File: src/rtl/ifu_pkg.sv
// Shared types and constants for the instruction fetch unit.
// Holds the fetch FSM state enum, the default reset PC and the NOP encoding.
package ifu_pkg;

    typedef enum logic [1:0] {
        ST_REQ  = 2'd0,
        ST_WAIT = 2'd1,
        ST_HOLD = 2'd2
    } ifu_state_e;

    localparam logic [31:0] RESET_PC_DEF = 32'h8000_0000;
    localparam logic [31:0] INST_NOP     = 32'h0000_0013;

    function automatic logic [31:0] seq_pc(input logic [31:0] pc);
        return pc + 32'd4;
    endfunction

endpackage

File: src/rtl/ifu_perf_cnt.sv
// Delivered-instruction counter; wraps from 2^32-1 back to 0.
// Ports: clk_i, rst_i (sync, active-high), inc_i (count enable), cnt_o (count).
module ifu_perf_cnt
    import ifu_pkg::*;
(
    input  logic        clk_i,
    input  logic        rst_i,
    input  logic        inc_i,
    output logic [31:0] cnt_o
);

    logic [31:0] cnt_q;
    logic [31:0] cnt_d;

    always_comb begin
        cnt_d = cnt_q;
        if (inc_i) begin
            cnt_d = cnt_q + 32'd1;
        end
    end

    always_ff @(posedge clk_i) begin
        if (rst_i) begin
            cnt_q <= '0;
        end else begin
            cnt_q <= cnt_d;
        end
    end

    assign cnt_o = cnt_q;

endmodule

File: src/rtl/ifu.sv
// Instruction fetch unit: one outstanding imem request, holds the fetched word
// until decode consumes it; redirects override every transition.
// Ports: clk, rst (sync, active-high); imem_req_valid/ready, imem_addr;
// imem_rsp_valid/data; inst_valid/ready, instruction, inst_pc to decode;
// redirect_valid/pc from execute; fetch_misalign; perf_fetch_cnt.
// Optional macro IFU_PERF_CNT_EN enables the delivered-instruction counter;
// without it perf_fetch_cnt reads as zero.
module ifu
    import ifu_pkg::*;
#(
    parameter logic [31:0] RESET_PC = RESET_PC_DEF
) (
    input  logic        clk,
    input  logic        rst,
    output logic        imem_req_valid,
    input  logic        imem_req_ready,
    output logic [31:0] imem_addr,
    input  logic        imem_rsp_valid,
    input  logic [31:0] imem_rsp_data,
    output logic        inst_valid,
    input  logic        inst_ready,
    output logic [31:0] instruction,
    output logic [31:0] inst_pc,
    input  logic        redirect_valid,
    input  logic [31:0] redirect_pc,
    output logic        fetch_misalign,
    output logic [31:0] perf_fetch_cnt
);

    ifu_state_e  state_q;
    logic [31:0] pc_q;
    logic        drop_q;
    logic [31:0] instr_q;
    logic [31:0] inst_pc_q;

    logic        req_fire;
    logic        deliver;

    assign fetch_misalign = |pc_q[1:0];
    assign imem_addr      = pc_q;
    assign imem_req_valid = (state_q == ST_REQ) && !redirect_valid
                            && !fetch_misalign;
    assign req_fire       = imem_req_valid && imem_req_ready;
    assign inst_valid     = (state_q == ST_HOLD);
    assign deliver        = inst_valid && inst_ready;
    assign instruction    = instr_q;
    assign inst_pc        = inst_pc_q;

    always_ff @(posedge clk) begin
        if (rst) begin
            state_q   <= ST_REQ;
            pc_q      <= RESET_PC;
            drop_q    <= 1'b0;
            instr_q   <= INST_NOP;
            inst_pc_q <= RESET_PC;
        end else if (redirect_valid) begin
            pc_q <= redirect_pc;
            unique case (state_q)
                ST_REQ: state_q <= ST_REQ;
                ST_WAIT: begin
                    // A response in the same cycle is simply discarded;
                    // otherwise remember to discard the one still in flight.
                    if (imem_rsp_valid) begin
                        state_q <= ST_REQ;
                        drop_q  <= 1'b0;
                    end else begin
                        drop_q  <= 1'b1;
                    end
                end
                ST_HOLD: state_q <= ST_REQ;
                default: state_q <= ST_REQ;
            endcase
        end else begin
            unique case (state_q)
                ST_REQ: begin
                    if (req_fire) begin
                        state_q <= ST_WAIT;
                    end
                end
                ST_WAIT: begin
                    if (imem_rsp_valid) begin
                        if (drop_q) begin
                            drop_q  <= 1'b0;
                            state_q <= ST_REQ;
                        end else begin
                            instr_q   <= imem_rsp_data;
                            inst_pc_q <= pc_q;
                            state_q   <= ST_HOLD;
                        end
                    end
                end
                ST_HOLD: begin
                    if (inst_ready) begin
                        pc_q    <= seq_pc(pc_q);
                        state_q <= ST_REQ;
                    end
                end
                default: state_q <= ST_REQ;
            endcase
        end
    end

`ifdef IFU_PERF_CNT_EN
    ifu_perf_cnt u_perf_cnt (
        .clk_i (clk),
        .rst_i (rst),
        .inc_i (deliver),
        .cnt_o (perf_fetch_cnt)
    );
`else
    logic unused_deliver;
    assign unused_deliver = deliver;
    assign perf_fetch_cnt = '0;
`endif

endmodule

File: config.mk
export PLATFORM = sky130hd
export DESIGN_NAME = ifu
export DESIGN_NICKNAME = d
export VERILOG_FILES = /design/src/rtl/ifu_pkg.sv /design/src/rtl/ifu_perf_cnt.sv /design/src/rtl/ifu.sv
export SDC_FILE = /design/constraint.sdc
export NUM_CORES = 1
export LEC_CHECK = 0
export BUFFER_PORTS_ARGS = -buffer_cell sky130_fd_sc_hd__buf_2
export CAP_MARGIN = 0
export CORE_ASPECT_RATIO = 0.75
export CORE_MARGIN = 2
export CORE_UTILIZATION = 42
export CTS_CLUSTER_SIZE = 10
export DETAILED_ROUTE_END_ITERATION = 10
export HOLD_SLACK_MARGIN = 0.05
export PLACE_DENSITY = 0.73
export SLEW_MARGIN = 20
export SYNTH_ARGS = -nofsm -noshare
export SYNTH_HDL_FRONTEND = slang
export SYNTH_HIERARCHICAL = 1
export SYNTH_SLANG_ARGS = --single-unit
File: constraint.sdc
create_clock -name clk -period 2.5 [get_ports clk]
set_clock_uncertainty 0.1 [all_clocks]
set_input_delay 0.125 -clock clk [delete_from_list [all_inputs] [get_ports clk]]
set_output_delay 0.125 -clock clk [all_outputs]
set_load 0.05 [all_outputs]
==> impl_metrics.py, run 1 <==
metrics = {
    "power_and_ir_drop": {
        "pwr-share-clk": 0.360,
        "cellInternalPower_mw": 2.610,
        "ir_drop_mv": 0.3268,
        "p_sw_frac": 0.2911,
        "pwr-share-seq": 0.457,
        "p_sw_mw": 1.072,
        "p_leak_nw": 2.718,
        "p_total_mw": 3.681,
        "combPwrFrac": 0.183,
        "p_per_area_nw_per_um2": 583.1,
    },
    "synthesis": {
        "synth_seq_cells": 99,
        "syn_avg_cell_area_um2": 7.991,
        "synth_warnings": 6,
        "synthArstFlopShare": 0,
        "syn_inst": 561,
        "syn_area_um2": 4483,
        "yosys.cell_types.count": 51,
        "ys_seq_area_frac": 0.4421,
        "synth_flop_cell": "dfxtp_1",
        "synth-edff-count": 0,
    },
    "clock_tree": {
        "cts_setup_buffers": 0,
        "cts_num_sinks": 99,
        "cts_buffers": 9,
        "cts_buffer_depth": 2,
        "cts_tree": "done",
        "clkTransAtPathRegs_ns": 0.07,
        "htree_levels": 3,
        "clock_latency_ns": 0.34,
        "root_buffer": "clkbuf_16",
    },
    "layout": {
        "nets": 855,
        "drive_above_1_share": 0.2690,
        "multi_input_area_um2": 2186,
        "syn_to_final_growth_pct": 40.83,
        "post-route-util": 0.6112,
        "nFillCells": 935,
        "instances_no_fill": 924,
        "antenna-diode-count": 0,
        "ff_latch_area_um2": 1982,
    },
    "place": {
        "pre_cts_slack_ns": 0.1980,
        "place_inst": 843,
        "routabilityCongestion": 0.8264,
        "io_buffers": 168,
        "hpwlAfterDp_um": 9002,
    },
    "sta": {
        "fmax_mhz": 427.8,
        "hold_viol": 0,
        "tns_ns": 0,
        "rsz0062_at_grt": "false",
        "tightest_slew_ns": 0.6748,
        "finalCritPeriodShare": 0.9351,
        "period_needed_ns": 2.338,
        "finalSetupViolCount": 0,
        "setup_ws_ns": 0.1622,
        "slew-limit-headroom": 0.5501,
        "maxSlewViolCount": 0,
    },
    "setup_path": {
        "worstSetupPathType": "flop to flop",
        "cp_max_fo": 9,
        "arrival_ns": 2.43,
        "reg2reg_depth": 6,
        "cp.required_ns": 2.59,
        "start_kind": "flop",
        "setup.worst_path.end_class": "flop",
    },
    "detailed_routing": {
        "drc": 0,
        "wl_um": 13390,
        "drtAntennaViolNets": 0,
        "first_pass_iters": 4,
        "vias": 4631,
        "drtIter0Drc": 225,
        "post_drt_wl_per_cell_um": 14.50,
        "routed_via_density": 5.012,
    },
    "worst_hold_path": {
        "hold_depth": 3,
        "hold_class": "input port to flop",
    },
    "floorplanning": {
        "die_w_um": 123.3,
        "die_area_um2": 11530,
        "initial_utilization": 0.4340,
        "core_um2": 10330,
        "rows": 32,
        "ios": 201,
        "fp.dieH_um": 93.48,
    },
    "grt": {
        "grt_first_pass_wirelength_um": 20770,
        "grt_pass1_vias": 4310,
        "grtUsageTotal": 0.2267,
        "grt_max_degree": 67,
        "overflow": 0,
        "antenna_found_initial": 0,
    },
    "job": {
        "cap_violations": 0,
    },
    "outcome": {
        "status": "finished, final reports clean",
    },
}
==> timing repair <==
| item | 4_1_cts | 5_1_grt |
|---|---|---|
| hold buffers | 66 | 0 |
| endpoints found under the setup margin | 0 | 1 |
| resized for setup | 0 | 1 |
| endpoints found under the hold margin | 66 | 0 |
==> stage by stage <==
step,area [um^2],hold slack (ns)
finish,6314,0.06457
floorplan,4606,0.1220
CTS,6312,0.05302
global placement,5375,0.2331
global route,6314,0.08834
detailed placement,5375,0.2457
==> state kept, by name, summed over array words and instances (netlist names) <==
register,cells
drop_q,1
imem_addr,32
inst_pc,32
instruction,32
state_q,2
==> routing by layer <==
| layer | global-route usage | part of all wire |
|---|---|---|
| met1 | 0.2998 | 0.45 |
| met2 | 0.3677 | 0.46 |
| met3 | 0.05061 | 0.066 |
| met4 | 0.06913 | 0.018 |
| met5 | 0 | 0 |
==> cell families after synthesis <==
family                   count (synthesis)  synth area share
multiplexers                             3          0.006977
other                                    1         0.0008365
AND/OR/NAND/NOR                        249            0.2674
AO/OA/AOI/OAI                          110            0.1524
flip-flops                              99            0.4421
XOR/XNOR                                14           0.02735
adder cells (fa/ha/maj)                  1          0.002791
buffers and inverters                   84            0.1002
==> worst max-delay path, cell delays in order (launching register included) <==
cell       delay [ns]
dfxtp_1          0.47
ha_1             0.28
nand4_1          0.26
nor4_2           0.31
buf_4            0.21
a311oi_1         0.11
a2111oi_0        0.46
==> worst paths after layout <==
| check | slack [ns] | from | to |
|---|---|---|---|
| min reg2reg | 0.35 | inst_pc[9] | inst_pc[9] |
| max | 0.16 | imem_addr[2] | imem_addr[24] |
| min | 0.06 | redirect_valid | imem_addr[0] |
| max reg2reg | 0.16 | imem_addr[2] | imem_addr[24] |
==> layout make-up <==
class	count	area share
clock buffers	12	0.03746
well taps	136	0.02695
multi-input cells	409	0.3462
inverters	10	0.005945
clock inverters	3	0.006342
flip-flops and latches	99	0.3139
repair buffers	255	0.2632
==> cell usage in the layout, fill, tap and decap left out, types with 3 or more instances in the layout <==
cell and instances:
xnor2_1 12, a2111oi_0 5, or3_1 5, clkbuf_1 3
clkbuf_16 9, or4_1 3, nor2b_1 7, nor2_1 27
a211oi_1 13, buf_2 167, dfxtp_1 99, dlygate4sd3_1 66
nor3_1 10, conb_1 32, nand2_1 146, inv_1 9
o21ai_0 3, a21oi_1 67, nand3b_1 5, nand4_1 9
and4_1 7, a2111oi_1 3, a311oi_1 9, nand3_1 5
nor4_1 7, buf_4 22
==> cell usage after synthesis (2+ instances only) <==
| library cell | instances | area share |
|---|---|---|
| nand3_1 | 5 | 0.0056 |
| a311oi_1 | 9 | 0.018 |
| clkbuf_1 | 34 | 0.028 |
| a21oi_1 | 67 | 0.075 |
| xnor2_1 | 12 | 0.023 |
| nor4b_1 | 2 | 0.0039 |
| nand2_1 | 146 | 0.12 |
| or2_2 | 2 | 0.0028 |
| nand3b_1 | 5 | 0.0084 |
| nor2_1 | 27 | 0.023 |
| and4_1 | 7 | 0.014 |
| o21ai_0 | 3 | 0.0033 |
| nor4_1 | 8 | 0.011 |
| or3_1 | 5 | 0.0070 |
| o21bai_1 | 2 | 0.0033 |
| nand4_1 | 9 | 0.013 |
| dfxtp_1 | 99 | 0.44 |
| mux2i_1 | 2 | 0.0045 |
| nor4_2 | 2 | 0.0056 |
| a2111oi_0 | 6 | 0.012 |
| nor2b_1 | 7 | 0.0098 |
| a211oi_1 | 13 | 0.022 |
| buf_4 | 32 | 0.054 |
| nor3_1 | 10 | 0.011 |
| buf_2 | 5 | 0.0056 |
| o31ai_1 | 2 | 0.0033 |
| inv_1 | 9 | 0.0075 |
| xor2_1 | 2 | 0.0039 |
| a2111oi_1 | 2 | 0.0045 |
| or4_1 | 4 | 0.0067 |
| and3_1 | 2 | 0.0028 |
| buf_1 | 2 | 0.0017 |
==> power by group through the flow <==
stage	clock network, mW	logic, mW	registers [mW]
floorplan	0	0.307	1.86
global placement	0	0.579	1.71
detailed placement	0	0.586	1.72
CTS	1.36	0.668	1.68
global route	1.42	0.713	1.69
finish	1.32	0.673	1.68
Note: power is estimated with default switching activity, not from simulation.
==> inputs of run 2 (changes only) <==
CTS_CLUSTER_SIZE = 16   (was 10)
clock period = 2.82 ns   (was 2.5 ns; I/O delays follow)
==> run 2 against run 1 <==
Against the previous run: global-route usage grew 0.12 points; non-clock buffer count decreased by 10; critical endpoint is now imem_addr[27]; highest routed layer unchanged; first-iteration DRC count rose by 42%.
==> impl_metrics.py, run 2 (synthesis gave the netlist of run 1 again) <==
metrics = {
    "outcome": {
        "status": "finished, final reports clean",
    },
    "sta": {
        "finalSetupViolCount": 0,
        "slew-limit-headroom": 0.4551,
        "tns_ns": 0,
        "hold-worst-slack_ns": 0.1432,
        "hold_viol": 0,
        "rsz0062_at_grt": "false",
        "tightest_slew_ns": 0.8174,
        "maxSlewViolCount": 0,
        "period_needed_ns": 2.387,
        "fmax_mhz": 419.0,
        "finalCritPeriodShare": 0.8463,
    },
    "power_and_ir_drop": {
        "combPwrFrac": 0.175,
        "pwr-share-clk": 0.356,
        "p_leak_nw": 2.657,
        "ir_drop_mv": 0.3547,
        "p_per_area_nw_per_um2": 515.0,
        "p_sw_mw": 0.9753,
        "pwr-share-seq": 0.469,
        "cellInternalPower_mw": 2.246,
        "p_sw_frac": 0.3028,
    },
    "setup_path": {
        "worstSetupPathType": "flop to flop",
        "arrival_ns": 2.51,
        "r2r_start": "state_q[1]",
        "reg2reg_to": "imem_addr[27]",
        "setup.worst_path.end_class": "flop",
        "start_kind": "flop",
        "reg2reg_slack_ns": 0.43,
        "reg2reg_depth": 4,
        "cp_max_fo": 15,
        "worstSetupStartpoint": "state_q[1]",
        "cp.required_ns": 2.94,
    },
    "worst_hold_path": {
        "hold_depth": 4,
        "min_delay_worst_endpoint": "state_q[1]",
        "hp-start": "inst_ready",
        "hold_class": "input port to flop",
    },
    "layout": {
        "instances_no_fill": 915,
        "nets": 845,
        "layout_commonest_cell": "buf_2",
        "drive_above_1_share": 0.2593,
        "antenna-diode-count": 0,
        "final_cell_mix": "buf_2 (167), nand2_1 (146), dfxtp_1 (99)",
        "syn_to_final_growth_pct": 39.49,
        "post-route-util": 0.6054,
    },
    "detailed_routing": {
        "drc": 0,
        "routed_via_density": 5.004,
        "wl_um": 13200,
        "drtIter0Drc": 320,
        "drtAntennaViolNets": 0,
        "post_drt_wl_per_cell_um": 14.43,
        "first_pass_iters": 5,
        "vias": 4579,
    },
    "place": {
        "place_inst": 831,
        "io_buffers": 168,
        "hpwlAfterDp_um": 8693,
        "routabilityCongestion": 0.8677,
    },
    "grt": {
        "antenna_found_initial": 0,
        "overflow": 0,
        "grt_max_degree": 80,
        "grtUsageTotal": 0.2278,
        "grt_pass1_vias": 4195,
        "grt_first_pass_wirelength_um": 20810,
    },
    "job": {
        "cap_violations": 0,
    },
    "clock_tree": {
        "root_buffer": "clkbuf_16",
        "cts_tree": "done",
        "cts_buffer_depth": 2,
        "htree_levels": 3,
        "clkTransAtPathRegs_ns": 0.07,
        "cts_setup_buffers": 0,
        "clock_latency_ns": 0.34,
        "cts_buffers": 9,
        "cts_num_sinks": 99,
    },
    "floorplanning": {
        "ios": 201,
        "initial_utilization": 0.4340,
        "die_w_um": 123.3,
        "rows": 32,
        "core_um2": 10330,
        "die_area_um2": 11530,
        "fp.dieH_um": 93.48,
    },
}
run 2: repair_timing:
item	4_1_cts	5_1_grt
endpoints found under the hold margin	67	0
hold buffers	68	0
gates resized for setup	0	0
run 2: worst max-delay path by stage:
stage | endpoint | cells after the start | slack (ns)
floorplan | imem_req_valid | 2 | 0.11
global placement | imem_addr[27] | 4 | 0.53
detailed placement | imem_addr[27] | 4 | 0.49
CTS | imem_addr[27] | 4 | 0.45
global route | imem_addr[24] | 6 | 0.22
finish | imem_addr[27] | 4 | 0.43
run 2: critical path, cell delays in order (launching register included):
cell       delay (ns)
dfxtp_1          0.59
nand4b_4         0.19
or4_4            0.65
or3_1            0.38
a2111oi_1        0.36
run 2: through the flow:
stage | total power [mW] | area (um^2) | setup slack [ns]
finish | 3.221 | 6254 | 0.4334
global route | 3.342 | 6254 | 0.2240
CTS | 3.238 | 6254 | 0.4456
detailed placement | 2.025 | 5291 | 0.4874
global placement | 2.015 | 5291 | 0.5323
floorplan | 1.924 | 4599 | 0.1052
run 2: layout make-up:
type	instances	area, um^2
Clock buffer	11	242.7
Clock inverter	5	38.79
Fill cell	898	4076
Inverter	10	37.54
Multi-Input combinational cell	409	2178
Sequential cell	99	1982
Tap cell	136	170.2
Timing Repair Buffer	245	1604
run 2: power by group through the flow:
stage	sequential, mW	clock [mW]	combinational (mW)
after floorplan	1.65	0	0.271
after global placement	1.54	0	0.478
after detailed placement	1.54	0	0.484
after CTS	1.51	1.17	0.558
after global routing	1.52	1.23	0.597
final	1.51	1.15	0.563
run 2: per-layer routing:
metal  wire (um)  vias to the layer above  global-route usage  share of wire
met5           0                        -                   0              0
met4         212                        0             0.06629          0.016
met3         877                       21             0.05488          0.066
met2        6117                      178              0.3590           0.46
met1        5995                     2097              0.3092           0.45
li1            -                     2283                   -              -
